<file path="config.mk">
export PLATFORM = sky130hd
export DESIGN_NAME = led_scan_controller_flat
export DESIGN_NICKNAME = d
export VERILOG_FILES = /design/src/rtl/led_scan_controller_if.sv /design/src/rtl/led_scan_controller.sv /design/src/flat_wrapper.sv
export SDC_FILE = /design/constraint.sdc
export NUM_CORES = 1
export LEC_CHECK = 0
export BUFFER_PORTS_ARGS = -buffer_cell sky130_fd_sc_hd__buf_2
export CORE_MARGIN = 2
export CORE_UTILIZATION = 51
export CTS_CLUSTER_DIAMETER = 120
export CTS_CLUSTER_SIZE = 10
export DETAILED_ROUTE_END_ITERATION = 6
export PLACE_DENSITY = 0.75
export SYNTH_ARGS = -nofsm -noshare
export SYNTH_HDL_FRONTEND = slang
export SYNTH_SLANG_ARGS = --single-unit
</file>
<file path="constraint.sdc">
create_clock -name clk -period 2.3 [get_ports clk]
set_input_delay 0.46 -clock clk [delete_from_list [all_inputs] [get_ports clk]]
set_output_delay 0.46 -clock clk [all_outputs]
set_load 0.01 [all_outputs]
</file>
<file path="src/rtl/led_scan_controller_if.sv">
// Display register side of the LED scan controller: digit data and control in,
// pad-level segment/cathode drive and frame status out.
interface led_scan_controller_if #(
   parameter int unsigned NUM_DIGITS = 4
);
   logic                      load;
   logic [4*NUM_DIGITS-1:0]   value;
   logic [NUM_DIGITS-1:0]     dp_mask;
   logic [NUM_DIGITS-1:0]     blank_mask;
   logic                      enable;
   logic                      seg_a;
   logic                      seg_b;
   logic                      seg_c;
   logic                      seg_d;
   logic                      seg_e;
   logic                      seg_f;
   logic                      seg_g;
   logic                      dp;
   logic [NUM_DIGITS-1:0]     n_digit;
   logic                      frame_tick;
   logic                      pending;

   modport master (
      output load, value, dp_mask, blank_mask, enable,
      input  seg_a, seg_b, seg_c, seg_d, seg_e, seg_f, seg_g, dp, n_digit, frame_tick, pending
   );

   modport slave (
      input  load, value, dp_mask, blank_mask, enable,
      output seg_a, seg_b, seg_c, seg_d, seg_e, seg_f, seg_g, dp, n_digit, frame_tick, pending
   );
endinterface

</file>
<file path="src/rtl/led_scan_controller.sv">
// Multiplexed 7-segment scan sequencer with frame-synchronous double buffering
// and a blanking gap between digits.
module led_scan_controller #(
   parameter int unsigned NUM_DIGITS   = 4,
   parameter int unsigned DIGIT_CYCLES = 8,
   parameter int unsigned BLANK_CYCLES = 1
) (
   input logic                  clk,
   input logic                  rst,
   led_scan_controller_if.slave bus
);
   localparam int unsigned IdxW   = (NUM_DIGITS > 1) ? $clog2(NUM_DIGITS) : 1;
   localparam int unsigned MaxCyc = (DIGIT_CYCLES > BLANK_CYCLES) ? DIGIT_CYCLES : BLANK_CYCLES;
   localparam int unsigned CntW   = (MaxCyc > 1) ? $clog2(MaxCyc) : 1;

   localparam logic [IdxW-1:0] IdxLast = IdxW'(NUM_DIGITS - 1);
   localparam logic [CntW-1:0] DigLast = CntW'(DIGIT_CYCLES - 1);
   localparam logic [CntW-1:0] BlkLast = CntW'(BLANK_CYCLES - 1);

   typedef enum logic {StBlank, StDrive} state_e;

   state_e                  state_q;
   logic [CntW-1:0]         cnt_q;
   logic [IdxW-1:0]         idx_q;
   logic                    off_q;
   logic [4*NUM_DIGITS-1:0] act_value_q, pend_value_q;
   logic [NUM_DIGITS-1:0]   act_dp_q, pend_dp_q;
   logic [NUM_DIGITS-1:0]   act_blank_q, pend_blank_q;
   logic                    pend_q;
   logic                    tick_q;
   logic [6:0]              seg_q;
   logic                    dp_q;
   logic [NUM_DIGITS-1:0]   n_digit_q;

   logic [3:0] nib;
   logic       cur_dp;
   logic       cur_blank;
   logic       boundary;

   function automatic logic [6:0] decode(input logic [3:0] h);
      // bit order {g,f,e,d,c,b,a}
      case (h)
         4'h0: decode = 7'h3F;
         4'h1: decode = 7'h06;
         4'h2: decode = 7'h5B;
         4'h3: decode = 7'h4F;
         4'h4: decode = 7'h66;
         4'h5: decode = 7'h6D;
         4'h6: decode = 7'h7D;
         4'h7: decode = 7'h07;
         4'h8: decode = 7'h7F;
         4'h9: decode = 7'h6F;
         4'hA: decode = 7'h77;
         4'hB: decode = 7'h7C;
         4'hC: decode = 7'h39;
         4'hD: decode = 7'h5E;
         4'hE: decode = 7'h79;
         default: decode = 7'h71;
      endcase
   endfunction

   always_comb begin
      nib       = 4'h0;
      cur_dp    = 1'b0;
      cur_blank = 1'b1;
      for (int i = 0; i < int'(NUM_DIGITS); i++) begin
         if (idx_q == IdxW'(i)) begin
            nib       = act_value_q[4*i +: 4];
            cur_dp    = act_dp_q[i];
            cur_blank = act_blank_q[i];
         end
      end
   end

   assign boundary = bus.enable && (state_q == StDrive) && (idx_q == IdxLast) &&
                     (cnt_q == DigLast);

   always_ff @(posedge clk) begin
      if (rst) begin
         state_q      <= StBlank;
         cnt_q        <= '0;
         idx_q        <= '0;
         off_q        <= 1'b0;
         act_value_q  <= '0;
         act_dp_q     <= '0;
         act_blank_q  <= '1;
         pend_value_q <= '0;
         pend_dp_q    <= '0;
         pend_blank_q <= '1;
         pend_q       <= 1'b0;
         tick_q       <= 1'b0;
         seg_q        <= '0;
         dp_q         <= 1'b0;
         n_digit_q    <= '1;
      end else begin
         tick_q <= 1'b0;
         if (boundary) begin
            // A load in the boundary cycle goes straight to the active buffer.
            if (bus.load) begin
               act_value_q <= bus.value;
               act_dp_q    <= bus.dp_mask;
               act_blank_q <= bus.blank_mask;
            end else if (pend_q) begin
               act_value_q <= pend_value_q;
               act_dp_q    <= pend_dp_q;
               act_blank_q <= pend_blank_q;
            end
            pend_q <= 1'b0;
            tick_q <= 1'b1;
         end else if (bus.load) begin
            pend_value_q <= bus.value;
            pend_dp_q    <= bus.dp_mask;
            pend_blank_q <= bus.blank_mask;
            pend_q       <= 1'b1;
         end

         if (!bus.enable) begin
            state_q   <= StBlank;
            cnt_q     <= '0;
            off_q     <= 1'b1;
            seg_q     <= '0;
            dp_q      <= 1'b0;
            n_digit_q <= '1;
         end else if (off_q) begin
            // Resume edge: the blank phase starts fresh from here.
            off_q <= 1'b0;
         end else if (state_q == StBlank) begin
            if (cnt_q == BlkLast) begin
               state_q   <= StDrive;
               cnt_q     <= '0;
               seg_q     <= cur_blank ? 7'h00 : decode(nib);
               dp_q      <= !cur_blank && cur_dp;
               n_digit_q <= cur_blank ? '1 : ~(NUM_DIGITS'(1) << idx_q);
            end else begin
               cnt_q <= cnt_q + CntW'(1);
            end
         end else begin
            if (cnt_q == DigLast) begin
               state_q   <= StBlank;
               cnt_q     <= '0;
               idx_q     <= (idx_q == IdxLast) ? '0 : idx_q + IdxW'(1);
               seg_q     <= '0;
               dp_q      <= 1'b0;
               n_digit_q <= '1;
            end else begin
               cnt_q <= cnt_q + CntW'(1);
            end
         end
      end
   end

   assign bus.seg_a      = seg_q[0];
   assign bus.seg_b      = seg_q[1];
   assign bus.seg_c      = seg_q[2];
   assign bus.seg_d      = seg_q[3];
   assign bus.seg_e      = seg_q[4];
   assign bus.seg_f      = seg_q[5];
   assign bus.seg_g      = seg_q[6];
   assign bus.dp         = dp_q;
   assign bus.n_digit    = n_digit_q;
   assign bus.frame_tick = tick_q;
   assign bus.pending    = pend_q;
endmodule

</file>
<file path="src/flat_wrapper.sv">
// flat-port wrapper written by rule: the top's interface ports become plain ports
module led_scan_controller_flat 
#(
   parameter int unsigned NUM_DIGITS   = 4,
   parameter int unsigned DIGIT_CYCLES = 8,
   parameter int unsigned BLANK_CYCLES = 1
)
  (clk, rst, bus_load, bus_value, bus_dp_mask, bus_blank_mask, bus_enable, bus_seg_a, bus_seg_b, bus_seg_c, bus_seg_d, bus_seg_e, bus_seg_f, bus_seg_g, bus_dp, bus_n_digit, bus_frame_tick, bus_pending);
  led_scan_controller_if #(.NUM_DIGITS(NUM_DIGITS)) bus_i ();
  input logic clk;
  input logic rst;
  input wire logic [$bits(bus_i.load)-1:0] bus_load;
  input wire logic [$bits(bus_i.value)-1:0] bus_value;
  input wire logic [$bits(bus_i.dp_mask)-1:0] bus_dp_mask;
  input wire logic [$bits(bus_i.blank_mask)-1:0] bus_blank_mask;
  input wire logic [$bits(bus_i.enable)-1:0] bus_enable;
  output wire logic [$bits(bus_i.seg_a)-1:0] bus_seg_a;
  output wire logic [$bits(bus_i.seg_b)-1:0] bus_seg_b;
  output wire logic [$bits(bus_i.seg_c)-1:0] bus_seg_c;
  output wire logic [$bits(bus_i.seg_d)-1:0] bus_seg_d;
  output wire logic [$bits(bus_i.seg_e)-1:0] bus_seg_e;
  output wire logic [$bits(bus_i.seg_f)-1:0] bus_seg_f;
  output wire logic [$bits(bus_i.seg_g)-1:0] bus_seg_g;
  output wire logic [$bits(bus_i.dp)-1:0] bus_dp;
  output wire logic [$bits(bus_i.n_digit)-1:0] bus_n_digit;
  output wire logic [$bits(bus_i.frame_tick)-1:0] bus_frame_tick;
  output wire logic [$bits(bus_i.pending)-1:0] bus_pending;
  assign bus_i.load = bus_load;
  assign bus_i.value = bus_value;
  assign bus_i.dp_mask = bus_dp_mask;
  assign bus_i.blank_mask = bus_blank_mask;
  assign bus_i.enable = bus_enable;
  assign bus_seg_a = bus_i.seg_a;
  assign bus_seg_b = bus_i.seg_b;
  assign bus_seg_c = bus_i.seg_c;
  assign bus_seg_d = bus_i.seg_d;
  assign bus_seg_e = bus_i.seg_e;
  assign bus_seg_f = bus_i.seg_f;
  assign bus_seg_g = bus_i.seg_g;
  assign bus_dp = bus_i.dp;
  assign bus_n_digit = bus_i.n_digit;
  assign bus_frame_tick = bus_i.frame_tick;
  assign bus_pending = bus_i.pending;
  led_scan_controller #(.NUM_DIGITS(NUM_DIGITS), .DIGIT_CYCLES(DIGIT_CYCLES), .BLANK_CYCLES(BLANK_CYCLES)) u_core (.clk(clk), .rst(rst), .bus(bus_i));
endmodule
</file>
* Word-level counts from Yosys, hierarchy flattened
Memory sizes are Yosys's and may differ from the RTL's.
Index checks and enable logic that the tools add are counted.
** Word-level totals
- Bits in registers :: 69
- Bits of input ports :: 28
- Memories kept :: 1
- Word-level logic and storage cells :: 81
- Memory bits (read-only) :: 112
- Output and inout port bits :: 14
** Memory list
- (no name shown) :: depth 16, bits a word 7, read ports 1, clocked after memory_dff 0, write ports 0, RTL line led_scan_controller.sv:42 : case (h)
** Cells by class
- Multiplexer cells :: 38
- Shift-type cells :: 1
- Bitwise operators :: 4
- Add/sub/neg operators :: 2
- Reductions and logical operators :: 15
- Equal/unequal tests :: 5
** Operator list (number)
- two-way mux 4 bit :: 12
- two-way mux 16 bit :: 2
- two-way mux 7 bit :: 4
- two-way mux 1 bit :: 16
- two-way mux 3 bit :: 3
- == test 2 bit (second input constant) :: 2
- logical AND 1 bit :: 4
- inverter 4 bit :: 1
- AND reduction 2 bit :: 2
- AND reduction 4 bit :: 1
- nonzero test 2 bit :: 2
- OR reduction 2 bit :: 2
- << shifter 1 x 2 -> 4 bit (first input constant) :: 1
- adder 3 x 1 -> 3 bit (second input constant) :: 1
- == test 3 bit (second input constant) :: 1
- zero test 3 bit :: 1
- inverter 1 bit :: 3
- AND reduction 3 bit :: 1
- adder 2 x 1 -> 2 bit (second input constant) :: 1
- == test 2 x 1 -> 1 bit (second input constant) :: 1
- zero test 2 bit :: 1
- two-way mux 2 bit :: 1
- inequality test 2 bit (second input constant) :: 1
- zero test 1 bit :: 1

* Longest topological paths before layout
- Depth after elaboration :: 9
- Mapped depth :: 10
- Mapped depth without buffers :: 9

* Worst setup path before layout
OpenSTA, ideal clock, no wires.
- Kind :: reg-to-reg
- Start :: reg u_core.idx_q[1]
- End :: reg u_core.seg_q[5]
- Path slack :: -0.151 ns
- Cell stages (with the launch flop) :: 11
- Clock period less this slack :: 2.451 ns
- Data arrival time :: 2.390 ns
- Buffers on the path :: 1
- Data required time :: 2.239 ns
- Library setup time :: 0.061 ns
- Path through :: dfxtp_1 inv_1 ha_1 buf_2 nand3b_1 a221oi_1 inv_1 ha_1 mux2_2 a21oi_1 a32o_1
** Between the ends
- Word-level cells in the longest chain between the ends :: 9
- Elaborated cells between the ends (all ways) :: 16
- Classes of those cells :: eq/ne (3); mux (11); reduce/logical (1); memory (1)
** RTL lines
- start: declaration :: RTL line led_scan_controller.sv:24 : logic [IdxW-1:0] idx_q;
- start signal: assignment :: RTL line led_scan_controller.sv:141 : idx_q <= (idx_q == IdxLast) ? '0 : idx_q + IdxW'(1);
- zero test 2 bit :: RTL line led_scan_controller.sv:67 : if (idx_q == IdxW'(i)) begin
- two-way mux 4 bit (4 in a row) :: RTL line led_scan_controller.sv:67
- memory (16 x 7 bit)
- two-way mux 7 bit * :: RTL line led_scan_controller.sv:131 : seg_q <= cur_blank ? 7'h00 : decode(nib);
- two-way mux 7 bit * :: RTL line led_scan_controller.sv:128 : if (cnt_q == BlkLast) begin
- two-way mux 7 bit * :: RTL line led_scan_controller.sv:127 : end else if (state_q == StBlank) begin
- end signal: assignment :: RTL line led_scan_controller.sv:131
- end: declaration :: RTL line led_scan_controller.sv:31 : logic [6:0] seg_q;
Mark *: on every way between the ends. The rest lies on a longest branch, timed or not. The select of a mux whose other input is x is not followed.
A chain may end at the register's enable or synchronous reset.

* Final worst setup path
- Start :: reg u_core.idx_q[0]
- End :: reg u_core.seg_q[5]
Same word-level chain as after synthesis.

==> summary.md <==
| Metric | Value |
|---|---|
| I/O Buffers | `41` |
| CORE AREA | `6280 um2` |
| Nets | `456` |
| Antenna-violating nets left | `0` |
| Switching Fraction | `23.1%` |
| Detailed placement HPWL | `4810 um` |
| Rel. slew slack | `64.8%` |
| Routed Wire Length | `6860 um` |
| Fin. max-slew vios | `0` |
| Vias | `2,715` |
| Final setup violation count | `0` |
| Setup WS pre-CTS | `-43.5 ps` |
| Finished Cell Area | `3860 um2` |
| Fmax | `455 MHz` |
| CP max FO | `8` |
| # DRC | `0` |
| Register area share after synthesis | `42.4%` |
| Critical path launch point type | `flip-flop` |
| Synth unique cells | `46` |
| Die area | `7050 um2` |
| Gate power share | `7.2%` |
| Pre-antenna DRT Iters | `4` |
| Initial antenna violation count | `0` |
| Final hold vios | `0` |
| Root buf cell | `clkbuf_8` |
| Hold EP | `u_core.off_q` |
| Max-cap viol count | `0` |
| FP Rows | `29` |
| Clk buf depth | `2` |
| Worst r2r path cells | `8` |
| GRT overflow | `0` |
| Drt wl/cell | `13.8 um` |
| Top FF cell, synth | `dfxtp_1` |
| Min-delay src | `rst` |
| Cell Area, Placed | `3580 um2` |
| Post-layout min period | `2200 ps` |
| Sequential power share | `50.7%` |
| Synth Cell Area | `3260 um2` |
| WS Path Type | `reg2reg` |
| FFs w/ async S/R, synth | `0%` |
| Largest net degree at the start of global routing | `53` |
| I/O pin count | `42` |
| H-tree lvl count | `3` |
| Start of the worst register-to-register path | `u_core.idx_q[0]` |
| Chip width | `83.9 um` |
| EDFF count, synth | `0` |
| Number of global-route vias before repair | `2,591` |
| Kind of end point of the critical path | `flip-flop` |
| GR Util All Layers | `20.3%` |
| Power Dens Cells | `635 nW/um2` |
| Power Internal | `1.88 mW` |
| Routed vias/inst | `5.47` |
| Placer congestion estimate | `0.885` |
| Synth warn | `0` |
| Synth Instances | `371` |
| Total power draw | `2.45 mW` |
| Total CTS buffers | `9` |
| Final period utilization | `95.6%` |
| Setup WS post-layout | `100 ps` |
| Hold Crit Depth | `2` |
| Switching power | `0.565 mW` |
| Die height | `83.9 um` |
| Commonest non-fill, non-tap cell in the layout | `dfxtp_1` |
| Clk Latency, worst-skew pair | `340 ps` |
| # diodes | `0` |
| Most frequent cells in the layout | `67 x dfxtp_1, 66 x nand2_1, 41 x buf_2` |
| DR iter-0 viols | `106` |
| Critical R2R Capture | `u_core.seg_q[5]` |
| Worst IR Drop VDD | `0.000401 V` |
| Worst Clk Skew | `11.7 ps` |
| Syn Nets | `412` |
| Final std cells w/o fill | `496` |
| Status | `complete, no violations` |
| Pleak | `1.56 nW` |
| Share of layout cells above drive strength 1 | `23.4%` |
| Worst Max-Slew Pin Slew | `524 ps` |
| Mean post-synth cell area | `8.79 um2` |
| CTS tree | `built` |
| Area Growth Syn to Fin | `18.3%` |
| CP required | `2580 ps` |
| CTS Sinks | `69` |
| R2R Setup Slk | `100 ps` |
| Starting Density | `51.9%` |
| First-pass GRT wire length | `11,700 um` |
| FF+latch count, synth | `69` |
| Worst EP arrival | `2480 ps` |
| Clock power share | `42.1%` |
| Worst Hold Class | `in2reg` |
| Dpl cells | `478` |
| Reg clk slew, reported paths | `70 ps` |
[through the flow]
step	util (%)	hold WS, ps	setup TNS, ps
2_1_floorplan	-	435	0
3_3_place_gp	57.0	435	0
3_5_place_dp	57.0	441	-75.1
4_1_cts	60.6	296	0
5_1_grt	61.5	312	-7.45
6_report	61.5	317	0
[worst max path at each step]
stage                          from              end  cells after the start
finish              u_core.idx_q[0]  u_core.seg_q[5]                      8
global route        u_core.idx_q[0]  u_core.seg_q[0]                      8
CTS                 u_core.idx_q[0]  u_core.seg_q[0]                      9
detailed placement  u_core.idx_q[1]  u_core.seg_q[5]                      9
global placement    u_core.idx_q[1]  u_core.seg_q[6]                      9
floorplan           u_core.idx_q[1]  u_core.seg_q[6]                     10
[cell type report]
type	instances	area (um2)
fillers	562	2420
repair buffers	59	353
flip-flops and latches	69	1380
multi-input cells	265	1770
clock buffers	12	165
inverters	11	41.3
well taps	77	96.3
clock inverters	3	43.8
[flip-flops by register name, indices dropped and copies added, names as in the netlist, 2 cells and up]
name	cells
u_core.act_blank_q	4
u_core.cnt_q	3
u_core.pend_dp_q	4
u_core.seg_q	7
u_core.bus.n_digit	4
u_core.act_dp_q	4
u_core.pend_blank_q	4
u_core.pend_value_q	16
u_core.idx_q	2
u_core.act_value_q	16
[critical path, cell delays in order (launching register included)]
cell,delay (ps)
dfxtp_2,350
ha_1,310
buf_4,220
a221oi_4,380
inv_2,90
ha_1,210
mux2_2,270
a21oi_1,150
a32o_1,170
[power groups by stage]
stage / sequential [mW] / combinational [mW] / clock [mW]
floorplan: 1.26 / 0.124 / 0
global placement: 1.27 / 0.173 / 0
detailed placement: 1.27 / 0.177 / 0
CTS: 1.24 / 0.178 / 1.05
global route: 1.24 / 0.198 / 1.10
finish: 1.24 / 0.177 / 1.03
[kinds of logic (layout without fill, tap and decap cells)]
group | after synthesis | in the layout | share of synthesized area, %
AND/OR/NAND/NOR | 133 | 133 | 18.3
AO/OA/AOI/OAI | 84 | 84 | 18.8
flip-flops | 69 | 69 | 42.4
buffers and inverters | 37 | 85 | 4.76
multiplexers | 33 | 33 | 10.2
adder cells (fa/ha/maj) | 13 | 13 | 4.99
XOR/XNOR | 2 | 2 | 0.538
[Yosys cell counts (2+ instances only)]
master     number  area (um2)
o22ai_1         2        12.5
a32o_1          3        30.0
nand2b_1        3        18.8
mux2i_1        31         310
mux2_2          2        22.5
nor2b_1         4        25.0
a211o_1         4        35.0
nor3_1          5        25.0
nand3b_1        8        60.1
ha_1           13         163
buf_1           3        11.3
o21ai_1         4        20.0
o2bb2ai_1       3        26.3
nor3b_1         3        22.5
nor2_1         36         135
buf_2           7        35.0
a211oi_1       22         165
o21ai_0         4        20.0
clkbuf_1       15        56.3
a21oi_1        30         150
nand2_1        66         248
dfxtp_1        69        1380
inv_1          11        41.3
[repair_timing]
action / CTS / global route
setup buffers: 0 / 3
endpoints found under the hold margin: 0 / 0
setup endpoints to repair: 2 / 5
gates cloned: 0 / 0
pin swaps: 0 / 3
gates resized for setup: 2 / 11
hold buffers: 0 / 0
[layer usage]
layer	vias up	track usage (%)	wire length, um
met2	51	33.2	3250
met4	0	6.89	112
met5	-	0	0
li1	1384	-	-
met1	1268	25.3	3190
met3	12	6.43	312
Power figures use the tool's default switching activity.
